`src/rtl/counter_ctrl_if.sv`:
```
// rtl/counter_ctrl_if.sv - command handshake between counter_ctrl and the counter datapath
interface counter_ctrl_if;
    logic       cmd_valid;
    logic       cmd_ready;
    logic [1:0] cmd;
    logic [9:0] data;

    modport master (
        output cmd_valid,
        output cmd,
        output data,
        input  cmd_ready
    );

    modport slave (
        input  cmd_valid,
        input  cmd,
        input  data,
        output cmd_ready
    );
endinterface

```
`src/rtl/counter_ctrl.sv`:
```
// rtl/counter_ctrl.sv - key synchroniser/debouncer and command issuer for the lab counter
module counter_ctrl #(
    parameter int DEBOUNCE_CYCLES = 16,
    parameter int REPEAT_CYCLES   = 1000
) (
    input  logic          clk100_i,
    input  logic          rstn_i,
    input  logic [2:0]    key_i,
    input  logic [9:0]    sw_i,
    counter_ctrl_if.master cmd_if,
    output logic          drop_o,
    output logic          state_o
);
    localparam int DB_W = $clog2(DEBOUNCE_CYCLES);
    localparam int RP_W = $clog2(REPEAT_CYCLES);

    localparam logic [1:0] CMD_NOP   = 2'b00;
    localparam logic [1:0] CMD_CLEAR = 2'b01;
    localparam logic [1:0] CMD_LOAD  = 2'b10;
    localparam logic [1:0] CMD_INC   = 2'b11;

    typedef enum logic {IDLE = 1'b0, ISSUE = 1'b1} state_t;

    logic [2:0]      sync1, sync2;
    logic [2:0]      level, level_q;
    logic [DB_W-1:0] db_cnt [3];
    logic [RP_W-1:0] rep_cnt;
    logic [2:0]      press;
    logic            rep_hit;
    logic            ev_clr, ev_load, ev_inc, any_ev, multi_ev;
    logic [1:0]      sel_cmd;
    state_t          state, state_nx;
    logic            cmd_wr;
    logic [1:0]      cmd_q;
    logic [9:0]      data_q;

    // Two-flop synchroniser; idle (released) keys read as 1
    always_ff @(posedge clk100_i or negedge rstn_i) begin
        if (!rstn_i) begin
            sync1 <= '1;
            sync2 <= '1;
        end else begin
            sync1 <= key_i;
            sync2 <= sync1;
        end
    end

    // Debounce: level flips after DEBOUNCE_CYCLES consecutive disagreeing samples
    always_ff @(posedge clk100_i or negedge rstn_i) begin
        if (!rstn_i) begin
            level <= '1;
            for (int i = 0; i < 3; i++) db_cnt[i] <= '0;
        end else begin
            for (int i = 0; i < 3; i++) begin
                if (sync2[i] != level[i]) begin
                    if (db_cnt[i] == DB_W'(DEBOUNCE_CYCLES - 1)) begin
                        level[i]  <= ~level[i];
                        db_cnt[i] <= '0;
                    end else begin
                        db_cnt[i] <= db_cnt[i] + 1'b1;
                    end
                end else begin
                    db_cnt[i] <= '0;
                end
            end
        end
    end

    // Previous debounced level, used to detect the press edge
    always_ff @(posedge clk100_i or negedge rstn_i) begin
        if (!rstn_i) level_q <= '1;
        else         level_q <= level;
    end

    assign press = level_q & ~level;

    // Auto-repeat: held at 0 while INC is released, so the press cycle is count 0
    always_ff @(posedge clk100_i or negedge rstn_i) begin
        if (!rstn_i)                                  rep_cnt <= '0;
        else if (level[2])                            rep_cnt <= '0;
        else if (rep_cnt == RP_W'(REPEAT_CYCLES - 1)) rep_cnt <= '0;
        else                                          rep_cnt <= rep_cnt + 1'b1;
    end

    assign rep_hit  = ~level[2] && (rep_cnt == RP_W'(REPEAT_CYCLES - 1));
    assign ev_clr   = press[0];
    assign ev_load  = press[1];
    assign ev_inc   = press[2] | rep_hit;
    assign any_ev   = ev_clr | ev_load | ev_inc;
    assign multi_ev = (ev_clr & ev_load) | (ev_clr & ev_inc) | (ev_load & ev_inc);
    assign sel_cmd  = ev_clr ? CMD_CLEAR : (ev_load ? CMD_LOAD : CMD_INC);

    // FSM state register
    always_ff @(posedge clk100_i or negedge rstn_i) begin
        if (!rstn_i) state <= IDLE;
        else         state <= state_nx;
    end

    // FSM next state: stay in ISSUE until a transfer with no replacement command
    always_comb begin
        state_nx = state;
        case (state)
            IDLE:    if (any_ev) state_nx = ISSUE;
            ISSUE:   if (cmd_if.cmd_ready && !any_ev) state_nx = IDLE;
            default: state_nx = IDLE;
        endcase
    end

    // FSM outputs: command register write strobe and discard pulse
    always_comb begin
        cmd_wr = 1'b0;
        drop_o = 1'b0;
        case (state)
            IDLE: begin
                cmd_wr = any_ev;
                drop_o = multi_ev;
            end
            ISSUE: begin
                if (cmd_if.cmd_ready) begin
                    cmd_wr = 1'b1;
                    drop_o = multi_ev;
                end else begin
                    drop_o = any_ev;
                end
            end
            default: ;
        endcase
    end

    // Command/operand registers; a write with no event retires the command to NOP
    always_ff @(posedge clk100_i or negedge rstn_i) begin
        if (!rstn_i) begin
            cmd_q  <= CMD_NOP;
            data_q <= '0;
        end else if (cmd_wr) begin
            cmd_q <= any_ev ? sel_cmd : CMD_NOP;
            if (any_ev && sel_cmd == CMD_LOAD) data_q <= sw_i;
        end
    end

    assign cmd_if.cmd_valid = (state == ISSUE);
    assign cmd_if.cmd       = cmd_q;
    assign cmd_if.data      = data_q;
    assign state_o          = (state == ISSUE);
endmodule

```
`src/flat_wrapper.sv`:
```
// flat-port wrapper written by rule: the top's interface ports become plain ports
module counter_ctrl_flat 
#(
    parameter int DEBOUNCE_CYCLES = 16,
    parameter int REPEAT_CYCLES   = 1000
)
  (clk100_i, rstn_i, key_i, sw_i, drop_o, state_o, cmd_if_cmd_valid, cmd_if_cmd, cmd_if_data, cmd_if_cmd_ready);
  counter_ctrl_if cmd_if_i ();
  input  logic clk100_i;
  input  logic rstn_i;
  input  logic [2:0] key_i;
  input  logic [9:0] sw_i;
  output logic drop_o;
  output logic state_o;
  output wire logic [$bits(cmd_if_i.cmd_valid)-1:0] cmd_if_cmd_valid;
  output wire logic [$bits(cmd_if_i.cmd)-1:0] cmd_if_cmd;
  output wire logic [$bits(cmd_if_i.data)-1:0] cmd_if_data;
  input wire logic [$bits(cmd_if_i.cmd_ready)-1:0] cmd_if_cmd_ready;
  assign cmd_if_cmd_valid = cmd_if_i.cmd_valid;
  assign cmd_if_cmd = cmd_if_i.cmd;
  assign cmd_if_data = cmd_if_i.data;
  assign cmd_if_i.cmd_ready = cmd_if_cmd_ready;
  counter_ctrl #(.DEBOUNCE_CYCLES(DEBOUNCE_CYCLES), .REPEAT_CYCLES(REPEAT_CYCLES)) u_core (.clk100_i(clk100_i), .rstn_i(rstn_i), .key_i(key_i), .sw_i(sw_i), .cmd_if(cmd_if_i), .drop_o(drop_o), .state_o(state_o));
endmodule
```
`config.mk`:
```
export PLATFORM = sky130hd
export DESIGN_NAME = counter_ctrl_flat
export DESIGN_NICKNAME = d
export VERILOG_FILES = /design/src/rtl/counter_ctrl_if.sv /design/src/rtl/counter_ctrl.sv /design/src/flat_wrapper.sv
export SDC_FILE = /design/constraint.sdc
export NUM_CORES = 1
export LEC_CHECK = 0
export BUFFER_PORTS_ARGS = -buffer_cell sky130_fd_sc_hd__buf_4
export CAP_MARGIN = 30
export CORE_MARGIN = 10
export CORE_UTILIZATION = 55
export CTS_BUF_LIST = sky130_fd_sc_hd__clkbuf_4 sky130_fd_sc_hd__clkbuf_8 sky130_fd_sc_hd__clkbuf_16
export CTS_CLUSTER_SIZE = 30
export DETAILED_ROUTE_END_ITERATION = 12
export HOLD_SLACK_MARGIN = 0.1
export PLACE_DENSITY = 0.78
export SLEW_MARGIN = 15
export SYNTH_ARGS = -nofsm -noshare
export SYNTH_HDL_FRONTEND = slang
export SYNTH_SLANG_ARGS = --single-unit
```
`constraint.sdc`:
```
create_clock -name clk100_i -period 4.1 [get_ports clk100_i]
set_input_delay 0.205 -clock clk100_i [delete_from_list [all_inputs] [get_ports clk100_i]]
set_output_delay 0.205 -clock clk100_i [all_outputs]
set_load 0.005 [all_outputs]
```
; ---- Word-level counts from Yosys, hierarchy flattened
; Index checks and enable logic that the tools add are counted.
[totals]
ff_bits = 47
input_bits = 16
out_inout_bits = 15
elab_cells = 65
[op_classes]
add_sub_neg = 4
eq_ne = 8
mux = 18
bitwise_logic = 14
n_reduce_logical = 8
[ops]
columns = operator, count
row1 = 4-bit 2-to-1 mux, 6
row2 = 10-bit 2-to-1 mux, 2
row3 = 4-bit by 1-bit adder with 4-bit output (second input constant), 3
row4 = 4-bit == test (second input constant), 3
row5 = 10-bit by 1-bit adder with 10-bit output (second input constant), 1
row6 = 10-bit == test (second input constant), 1
row7 = 2-bit AND reduction, 4
row8 = 1-bit one-hot mux with 2 select lines, 3
row9 = 1-bit 2-to-1 mux, 5
row10 = 1-bit bitwise OR, 5
row11 = 2-bit 2-to-1 mux, 2
row12 = 1-bit NOT, 4
row13 = 1-bit AND, 3
row14 = 3-bit AND, 1
row15 = 1-bit logical AND, 3
row16 = 1-bit inequality test, 3
row17 = 3-bit NOT, 1
row18 = 2-bit == test (second input constant), 1
row19 = 1-bit logical NOT, 1

; ---- Depth between registers and ports, before layout
[logic_depth]
word_depth = 8
ltp_mapped = 5
ltp_nobuf = 5

; ---- Worst setup path before layout
; Ideal clock, no wire load.
[synth_timing]
path_kind = register -> register
from = register u_core.level_q[1]
to = register u_core.data_q[1] (netlist: u_core.cmd_if.data[1])
setup_time_ns = 0.128
arrival_time_ns = 1.448
t_required_ns = 3.972
slack_ns = 2.525
path_stages_with_launch = 5
period_less_slack_ns = 1.575
cell_sequence = dfstp_2 > nor2b_1 > and3_1 > buf_4 > mux2_1
[synth_via]
elab_chain_cells = 6
word_cells_on_any_way = 9
cone_classes = 1 x eq/ne / 3 x mux / 3 x bitwise / 2 x reduce/logical
[synth_lines]
columns = item, line
row1 = start: declaration, counter_ctrl.sv:25  ; logic [2:0] level, level_q;
row2 = start signal: assignment, counter_ctrl.sv:72  ; else level_q <= level;
row3 = 3-bit AND (*), counter_ctrl.sv:75  ; assign press = level_q & ~level;
row4 = 1-bit 2-to-1 mux, counter_ctrl.sv:91  ; assign sel_cmd = ev_clr ? CMD_CLEAR : (ev_load ? CMD_LOAD : CMD_INC);
row5 = 2-bit 2-to-1 mux, counter_ctrl.sv:91
row6 = 2-bit == test, counter_ctrl.sv:137  ; if (any_ev && sel_cmd == CMD_LOAD) data_q <= sw_i;
row7 = 1-bit logical AND, counter_ctrl.sv:137
row8 = 2-bit AND reduction (no source line) (*), -
row9 = end signal: assignment, counter_ctrl.sv:137
row10 = end: declaration, counter_ctrl.sv:35  ; logic [9:0] data_q;
; Every way passes the cells marked *; elsewhere a longest branch is shown, timed or not.
; A chain may end at the register's enable or synchronous reset.

; ---- Worst setup path after layout
[layout_timing]
from = register u_core.rep_cnt[0]
to = output drop_o
[layout_via]
elab_chain_cells = 8
word_cells_on_any_way = 10
cone_classes = 1 x eq/ne / 2 x mux / 6 x bitwise / 1 x reduce/logical
[layout_lines]
columns = item, line
row1 = start: declaration, counter_ctrl.sv:27  ; logic [RP_W-1:0] rep_cnt;
row2 = start signal: assignment, counter_ctrl.sv:82  ; else rep_cnt <= rep_cnt + 1'b1;
row3 = 10-bit == test (*), counter_ctrl.sv:85  ; assign rep_hit = ~level[2] && (rep_cnt == RP_W'(REPEAT_CYCLES - 1));
row4 = 1-bit logical AND (*), counter_ctrl.sv:85
row5 = 1-bit bitwise OR (*), counter_ctrl.sv:88  ; assign ev_inc = press[2] | rep_hit;
row6 = 1-bit AND, counter_ctrl.sv:90  ; assign multi_ev = (ev_clr & ev_load) | (ev_clr & ev_inc) | (ev_load & ev_inc);
row7 = 1-bit bitwise OR (2 in a row), counter_ctrl.sv:90
row8 = 1-bit 2-to-1 mux, counter_ctrl.sv:119  ; if (cmd_if.cmd_ready) begin
row9 = 1-bit one-hot mux with 2 select lines (*), counter_ctrl.sv:113  ; case (state)
row10 = end: declaration, flat_wrapper.sv:13  ; output logic drop_o;
; Marked as above.

==> impl_metrics.json <==
{
  "outcome": "finished clean",
  "yosys.area.top_type": "dfrtp_1",
  "route.antenna.remaining_nets": 0,
  "clkTransAtPathRegs_ps": 120,
  "slew_headroom_pct": 56.0,
  "worstPathMaxFanout": 6,
  "hold_ws_ps": 126,
  "vias_per_cell": 5.28,
  "cts_tree": "done",
  "timing.setup.tns_ps": 0,
  "n_fill_cell": 237,
  "synth_most_common_cell": "dfrtp_1",
  "hold_class": "in2reg",
  "drcViolationCount": 0,
  "rsz0062_at_grt": "no",
  "setup_ws_ps": 1950,
  "synth_cells": 156,
  "dp_slack_ps": 2240,
  "seq_area_frac_synth_pct": 60.6,
  "first_global_vias": 1396,
  "worstPathCellList": "ha_1 -> nand3b_1 -> o41ai_4 -> a211oi_1 -> a21oi_1 -> buf_4",
  "powerDensity_nw_per_um2": 361,
  "dieArea_um2": 6370,
  "power.leakage_nw": 1.18,
  "finalInstanceArea_um2": 2450,
  "synth_top_area_share_pct": 44.5,
  "crit_arrival_ps": 1940,
  "wl_per_cell_um": 14.5,
  "swShare_pct": 24.8,
  "place_congestion": 0.841,
  "ys_seq_elements": 47,
  "final_core_util_pct": 72.2,
  "finalHoldViolCount": 0,
  "crit_required_ps": 3890,
  "cts_max_path_buffers": 2,
  "numClockSinks": 47,
  "netlist_top_cells_count": "dfrtp_1, nor2_1, dfstp_2",
  "io_buffers": 30,
  "grt_pass1_wl_um": 6420,
  "start_util_pct": 58.0,
  "period_share_pct": 52.4,
  "finalPower_mw": 0.883,
  "fin_skew_ps": 4.10,
  "synth.distinct_cells": 31,
  "ff2ff_setup_slack_ps": 2250,
  "worst_pin_slew_ps": 657,
  "critPathKind": "reg2out",
  "core_um2": 3390,
  "synthFlopType": "dfrtp_1",
  "drt_first_iter_violations": 53,
  "seq_power_share_pct": 61.3,
  "dp.cells": 230,
  "grt_start_max_net_pins": 48,
  "cts_made_buffers": 5,
  "finalSetupViolCount": 0,
  "synth_warnings": 0,
  "diodes": 0,
  "cts_resized": 0,
  "switching_power_mw": 0.219,
  "clock_power_share_pct": 27.3,
  "die_w_um": 79.8,
  "min_period_ps": 2150,
  "cp-end-kind": "output port",
  "avgSynthCellArea_um2": 12.6,
  "die_h_um": 79.8,
  "fp-row-count": 21,
  "synth.net_count": 176,
  "max_freq_ghz": 0.465,
  "pwr-share-comb_pct": 11.4,
  "synth_area_leaders": "dfrtp_1, dfstp_2, mux2_1",
  "fin_cells": 252,
  "antenna_found_initial": 0,
  "cts_htree_levels": 2,
  "gr-total-overflow": 0,
  "pin_count": 31,
  "nets": 225,
  "worstSkewPairLatency_ps": 340,
  "synth-edff-count": 0,
  "grt.total_usage_pct": 12.8,
  "cp_slowest_cell": "dfrtp_1",
  "area_growth_pct": 24.4,
  "crit_path_max_incr_delay_ps": 400,
  "post_dp_cell_area_um2": 2230,
  "vias": 1330,
  "slew_viol_final": 0,
  "firstDrtPassIters": 4,
  "routed_wl_um": 3670,
  "drv_cap": 0,
  "peakVddDrop_mv": 0.218,
  "drive_gt1_share_pct": 28.2,
  "cts_root_buffer": "clkbuf_4",
  "post-dp-hpwl_um": 2570,
  "p_int_mw": 0.664,
  "syn_area_um2": 1970,
  "start_kind": "flip-flop",
  "ys_async_sr_fraction_pct": 100
}
==> kinds of logic (layout without fill, tap and decap cells) <==
logic type / Yosys count / after routing / synth area share [%]
AND/OR/NAND/NOR: 52 / 52 / 14.9
flip-flops: 47 / 47 / 60.6
AO/OA/AOI/OAI: 19 / 19 / 6.87
XOR/XNOR: 13 / 13 / 5.79
multiplexers: 13 / 13 / 7.44
buffers and inverters: 8 / 58 / 1.91
adder cells (fa/ha/maj): 4 / 4 / 2.54
==> area by class of cell <==
class	count	area, um^2	share of cell area (%)
well taps	46	57.6	2.35
clock buffers	8	72.6	2.97
flip-flops and latches	47	1190	48.7
multi-input cells	101	738	30.2
inverters	6	22.5	0.920
repair buffers	44	365	14.9
==> power groups by stage <==
stage | Combinational, mW | Sequential (mW) | Clock, mW
2_1_floorplan | 0.0570 | 0.538 | 0
6_report | 0.101 | 0.541 | 0.241
4_1_cts | 0.102 | 0.542 | 0.249
3_3_place_gp | 0.0853 | 0.545 | 0
3_5_place_dp | 0.0908 | 0.550 | 0
5_1_grt | 0.115 | 0.548 | 0.272
==> flip-flops by register name (all words and copies together) (netlist names) <==
signal	count
u_core.rep_cnt	10
u_core.db_cnt	12
u_core.sync2	3
u_core.cmd_if.cmd_valid	1
u_core.sync1	3
u_core.level	3
u_core.cmd_if.data	10
u_core.cmd_if.cmd	2
u_core.level_q	3
==> critical path, delay by kind of cell, from the launching register on <==
kind | cells | cell delay (ps)
AND/OR/NAND/NOR | 1 | 170
AO/OA/AOI/OAI | 3 | 660
buffers and inverters | 1 | 130
adder cells (fa/ha/maj) | 1 | 220
flip-flops | 1 | 400
==> final timing paths <==
path,startpoint,endpoint,depth (start not counted)
max in group asynchronous,rstn_i,u_core.level_q[1],2
min,cmd_if_cmd_ready,u_core.cmd_if.cmd[1],3
min in group asynchronous,rstn_i,u_core.rep_cnt[3],2
min reg2reg,u_core.sync1[1],u_core.sync2[1],0
max,u_core.rep_cnt[0],drop_o,6
max reg2reg,u_core.level_q[1],u_core.cmd_if.data[0],3
==> cell usage in the layout (no fill, tap or decap), drive strengths merged, types with 3 or more instances in the layout <==
cell and count:
a21oi 9, buf 30, clkbuf 8, dfrtp 35, dfstp 12, dlygate4sd3 14
ha 4, inv 6, mux2 13, nand2 6, nand2b 4, nand3 6
nand4b 3, nor2 14, nor2b 6, nor3b 4, o21ai 4, xnor2 10
xor2 3
==> what timing repair did <==
action,CTS,global route
hold endpoints to repair,48,0
hold buffers,14,0
setup buffers,0,0
==> layer usage <==
layer / global-route usage (%) / routed length [um] / vias up
met2: 21.2 / 1800 / 39
met5: 0 / 0 / -
met3: 6.08 / 273 / 7
met1: 13.8 / 1520 / 647
met4: 5.28 / 70 / 0
li1: - / - / 637
Note: power is estimated with default switching activity, not from simulation.
